### config.mk
export PLATFORM = sky130hd
export DESIGN_NAME = sifted_key_packer
export DESIGN_NICKNAME = d
export VERILOG_FILES = /design/src/rtl/sifted_key_packer.sv
export SDC_FILE = /design/constraint.sdc
export NUM_CORES = 1
export LEC_CHECK = 0
export CAP_MARGIN = 20
export CORE_ASPECT_RATIO = 1.75
export CORE_UTILIZATION = 50
export DETAILED_ROUTE_END_ITERATION = 8
export PLACE_DENSITY = 0.84
export SETUP_SLACK_MARGIN = 0.5
export SLEW_MARGIN = 40
export SYNTH_ARGS = -nofsm -noshare
export SYNTH_HDL_FRONTEND = slang
export SYNTH_SLANG_ARGS = --single-unit
### constraint.sdc
create_clock -name clk -period 5.25 [get_ports clk]
set_input_delay 1.05 -clock clk [delete_from_list [all_inputs] [get_ports clk]]
set_output_delay 1.05 -clock clk [all_outputs]
set_load 0.03 [all_outputs]
### src/rtl/sifted_key_packer.sv
// Packs the bits kept by basis sifting into dense W-bit words over a valid/ready handshake.
// Optional KEY_PARITY_EN adds key_parity, the XOR of all accepted key bits of the frame.
module sifted_key_packer #(
    parameter int unsigned N = 80,
    parameter int unsigned W = 8
) (
    input  logic                     clk,
    input  logic                     rst_n,
    input  logic                     start,
    input  logic [N-1:0]             sifted_valid,
    input  logic [N-1:0]             sifted_sender,
    output logic                     busy,
    output logic [W-1:0]             key_word,
    output logic [$clog2(W+1)-1:0]   key_word_bits,
    output logic                     key_word_valid,
    input  logic                     key_word_ready,
    output logic [$clog2(N+1)-1:0]   key_len,
    output logic                     done
`ifdef KEY_PARITY_EN
    ,
    output logic                     key_parity
`endif
);

    localparam int unsigned IdxW  = $clog2(N + 1);
    localparam int unsigned BitsW = $clog2(W + 1);
    localparam int unsigned AccW  = $clog2(W);

    typedef enum logic [2:0] {StIdle, StScan, StEmit, StFlush, StDone} state_e;

    state_e             state_q;
    logic [N-1:0]       valid_q;
    logic [N-1:0]       sender_q;
    logic [IdxW-1:0]    idx_q;
    logic [BitsW-1:0]   fill_q;
    logic [W-1:0]       acc_q;
    logic               busy_q;
    logic [W-1:0]       word_q;
    logic [BitsW-1:0]   bits_q;
    logic               wvalid_q;
    logic [IdxW-1:0]    len_q;
    logic               done_q;
    logic               parity_q;

    logic               cur_valid;
    logic               cur_bit;
    logic               last_pos;
    logic [BitsW-1:0]   fill_nxt;
    logic [W-1:0]       acc_nxt;

    always_comb begin
        cur_valid = valid_q[idx_q];
        cur_bit   = sender_q[idx_q];
        last_pos  = (idx_q == IdxW'(N - 1));
        fill_nxt  = fill_q + BitsW'(cur_valid);
        acc_nxt   = acc_q;
        if (cur_valid) begin
            acc_nxt[fill_q[AccW-1:0]] = cur_bit;
        end
    end

    always_ff @(posedge clk or negedge rst_n) begin
        if (!rst_n) begin
            state_q  <= StIdle;
            valid_q  <= '0;
            sender_q <= '0;
            idx_q    <= '0;
            fill_q   <= '0;
            acc_q    <= '0;
            busy_q   <= 1'b0;
            word_q   <= '0;
            bits_q   <= '0;
            wvalid_q <= 1'b0;
            len_q    <= '0;
            done_q   <= 1'b0;
            parity_q <= 1'b0;
        end else begin
            done_q <= 1'b0;
            unique case (state_q)
                StIdle: begin
                    if (start) begin
                        valid_q  <= sifted_valid;
                        sender_q <= sifted_sender;
                        idx_q    <= '0;
                        fill_q   <= '0;
                        acc_q    <= '0;
                        len_q    <= '0;
                        parity_q <= 1'b0;
                        busy_q   <= 1'b1;
                        state_q  <= StScan;
                    end
                end
                StScan: begin
                    if (cur_valid) begin
                        acc_q    <= acc_nxt;
                        fill_q   <= fill_nxt;
                        len_q    <= len_q + IdxW'(1);
                        parity_q <= parity_q ^ cur_bit;
                    end
                    idx_q <= idx_q + IdxW'(1);
                    if (fill_nxt == BitsW'(W)) begin
                        word_q   <= acc_nxt;
                        bits_q   <= BitsW'(W);
                        wvalid_q <= 1'b1;
                        state_q  <= StEmit;
                    end else if (last_pos) begin
                        if (fill_nxt != '0) begin
                            // Unused upper accumulator bits are already zero.
                            word_q   <= acc_nxt;
                            bits_q   <= fill_nxt;
                            wvalid_q <= 1'b1;
                            state_q  <= StFlush;
                        end else begin
                            state_q <= StDone;
                        end
                    end
                end
                StEmit: begin
                    if (key_word_ready) begin
                        wvalid_q <= 1'b0;
                        fill_q   <= '0;
                        acc_q    <= '0;
                        state_q  <= (idx_q == IdxW'(N)) ? StDone : StScan;
                    end
                end
                StFlush: begin
                    if (key_word_ready) begin
                        wvalid_q <= 1'b0;
                        fill_q   <= '0;
                        acc_q    <= '0;
                        state_q  <= StDone;
                    end
                end
                StDone: begin
                    done_q  <= 1'b1;
                    busy_q  <= 1'b0;
                    state_q <= StIdle;
                end
                default: state_q <= StIdle;
            endcase
        end
    end

    assign busy           = busy_q;
    assign key_word       = word_q;
    assign key_word_bits  = bits_q;
    assign key_word_valid = wvalid_q;
    assign key_len        = len_q;
    assign done           = done_q;
`ifdef KEY_PARITY_EN
    assign key_parity     = parity_q;
`else
    logic unused_parity;
    assign unused_parity = parity_q;
`endif

endmodule

==> summary.md <==
| Metric | Value |
|---|---|
| PwrDens | roughly 590 nW/µm² |
| Placed cell count | 1407 |
| Detailed Routing Iterations Pass 1 | 5 |
| Leak | 5.97 nW |
| Reg power frac | 0.375 |
| Synth top cells by count | 517 x nand2_1, 204 x dfrtp_1, 50 x clkbuf_1, 35 x mux4_2, 28 x mux2i_1 |
| Worst Setup End Kind | flip-flop |
| Antenna Cells | 0 |
| Maximum fanout along the worst path | 36 |
| Post-CTS setup buffer count | 0 |
| IO buf count | 185 |
| Synthesized area per cell | 9.31 µm² |
| RR Endpoint | key_word[0] |
| GRT Total Usage | 0.263 |
| Largest net degree at the start of global routing | ~110 |
| Fin crit share | 0.823 |
| Die area | roughly 20000 µm² |
| Maxcap violations | 0 |
| Adder-cell share of the synthesized area | 0.00647 |
| Final nets | 1360 |
| Fraction of the mapped netlist area in compound gates | 0.0609 |
| Ys async rst share | 1.00 |
| DRC | 0 |
| Synth Flop Type | dfrtp_1 |
| Reg2reg start | idx_q[1] |
| Final Skew | 12.2 ps |
| Area share of and/or/nand/nor cells after synthesis | 0.247 |
| Top-count cell post-synth | nand2_1 |
| Worst Tran Pin Value | 792 ps |
| Grt total ovfl | 0 |
| CP Class | flip-flop to flip-flop |
| Ys Warns | 0 |
| Synth Register Bits | 204 |
| Hold_buf cts | 0 |
| TNS Setup | 0 ps |
| CP Launch Type | flip-flop |
| Chip width | 107 µm |
| Yosys cell types | 52 |
| Vert. Die Dim | between 150 and 200 µm |
| R2R cell count | 15 |
| First-pass GRT wire length | 40300 µm |
| Internal | 4.62 mW |
| Setup crit start | idx_q[1] |
| Syn-to-layout area delta | 29.0% |
| Yosys top cell area share | 0.528 |
| Net Sw Power | 2.72 mW |
| GPL Wtd Cong | 0.844 |
| Synthesized instance count | 1038 |
| Clk sink count | between 200 and 250 |
| Post-synthesis mux area share | 0.121 |
| Slew margin rel. | 0.468 |
| Max-slew violations | 0 |
| Skew-Pair Late Insertion Delay | 500 ps |
| Fin Hold WS | approximately 470 ps |
| Reg clk slew, reported paths | about 70 ps |
| Post-route cell area | around 12000 µm² |
| M3 GR Usage | 0.0259 |
| Initial antenna violation count | 0 |
| GR Util met2 | 0.468 |
| Initial drt markers | 493 |
| Sw Ratio | 0.371 |
| Busiest grt layer | met2 |
| Via density | roughly 5.6 |
| Top cells by area, synth | dfrtp_1 53%, nand2_1 20%, mux4_2 8.2% |
| Worst Hold Path Cells | 2 |
| EDFF count, synth | 0 |
| Final Hold Viols | 0 |
| Power share of the clock group | 0.227 |
| RSZ-0062 raised after global routing | no |
| Syn_nets | between 1000 and 1500 |
| Mapped Area | 9660 µm² |
| Arrival @ worst endpoint | about 4700 ps |
| Row count | 66 |
| TritonCTS buffer count | 20 |
| Worst hold path endpoint | sender_q[9] |
| Flop-to-flop setup slack | roughly 930 ps |
| Status | finished clean |
| CTS tree | built |
| Synth area leader | dfrtp_1 |
| Fin cells | 1443 |
| Hold Path Class | flip-flop to flip-flop |
| CTS resizes | 1 |
| Final setup viols | 0 |
| Seq/Total Area, Yosys | 0.528 |
| Starting Density | 0.515 |
| Dpl cell area | between 10000 and 15000 µm² |
| Minimum clock period | 4320 ps |
| Core box area | between 15000 and 20000 µm² |
| Worst vdd ir | 0.372 mV |
| XOR/XNOR Fraction of Synth Area | 0.00181 |
| Dpl hpwl | 17600 µm |
| CTS root buffer | clkbuf_16 |
| Hold Startpoint | sender_q[9] |
| GRT met1 Usage | 0.305 |
| Post-route ant nets | 0 |
| # H-tree levels | 1 |
| Number of global-route vias before repair | 8155 |
| Final WL | 25300 µm |
| Gate power share | 0.399 |
| Worst endpoint required time | 5670 ps |
| Share of cells above drive strength 1 | 0.0846 |
| DR WL/cell | 17.6 µm |
| # IOs | approximately 190 |
| Final core occ | 0.665 |
| Clk buf depth | 3 |
| Highest clock rate | 0.232 GHz |
| Largest family of logic cells by synthesized area | simple AND/OR/NAND/NOR gates |
| DR vias | 8029 |
[critical path: stages (launching register included)]
cell and delay (ps):
dfrtp_4 630, buf_6 350, nor2b_1 80, a2111oi_0 500
o41ai_1 170, a41oi_2 320, nand2_1 150, ha_1 250
ha_1 220, xor2_1 190, or3_1 390, o211ai_1 190
a21bo_2 230, nand2_4 170, a41o_1 250, o21ai_0 140
[state kept, by name (all words and copies together) (netlist names)]
name / count
key_word: 8
key_word_bits: 4
sender_q: 80
acc_q: 8
state_q: 3
busy: 1
valid_q: 80
key_len: 7
done: 1
key_word_valid: 1
fill_q: 4
idx_q: 7
[placed cells by master, fill, tap and decap left out, types with 4 or more instances in the layout]
cell type          n
dfrtp_1          202
a32o_1             4
bufinv_16          5
nor2b_1            8
a22o_1             5
nand4_1            4
nand3_1           13
o31ai_1            6
clkdlybuf4s50_1  184
buf_4              4
mux4_2            35
mux2_2             9
ha_1               5
nor3_1             6
mux2i_1           28
or3_1              4
clkbuf_16         21
nor3b_1            4
o211ai_1           5
inv_1             12
clkbuf_8           6
o21ai_1            4
and2_1             5
nor2_1            22
nand2_1          516
and3_1             4
a21oi_1           15
o21ai_0           10
a41o_1             4
[power by group through the flow]
stage	combinational (mW)	sequential, mW	clock (mW)
after global placement	2.75	2.72	0
after detailed placement	2.87	2.74	0
after global routing	3.22	2.82	1.75
after floorplan	2.12	2.62	0
final	2.93	2.75	1.66
after CTS	2.91	2.73	1.67
[worst max path at each step]
stage / endpoint / depth (start not counted)
5_1_grt: key_word[0] / 16
6_report: key_word[0] / 15
3_5_place_dp: key_word[0] / 16
4_1_cts: key_word[0] / 16
3_3_place_gp: key_word[0] / 16
2_1_floorplan: key_word_bits[0] / 16
[final cells by class]
cell class              count  area (µm²)
fillers                  1395        6280
well taps                 238         298
clock inverters             8         165
multi-input cells         757        4260
repair buffers            195        1980
flip-flops and latches    204        5110
inverters                  13        48.8
clock buffers              28         612
[per-stage QoR]
stage               power, mW  setup slack, ps
global placement         5.47              668
floorplan                4.73             1190
CTS                      7.31              549
detailed placement       5.62              370
global route             7.79              621
finish                   7.34              930
[logic make-up after synthesis]
kind of cell | count (synthesis)
simple gates | 597
compound gates | 81
fa+ha+maj | 5
xor+xnor | 2
buf+inv | 77
flops | 204
mux | 72
[routing by layer]
metal | share of wire | up-vias
met4 | 0.055 | 0
met5 | 0 | -
met2 | 0.53 | 330
met3 | 0.049 | 82
li1 | - | 3720
met1 | 0.37 | 3897
No activity file was read; power rests on OpenSTA's default activity.
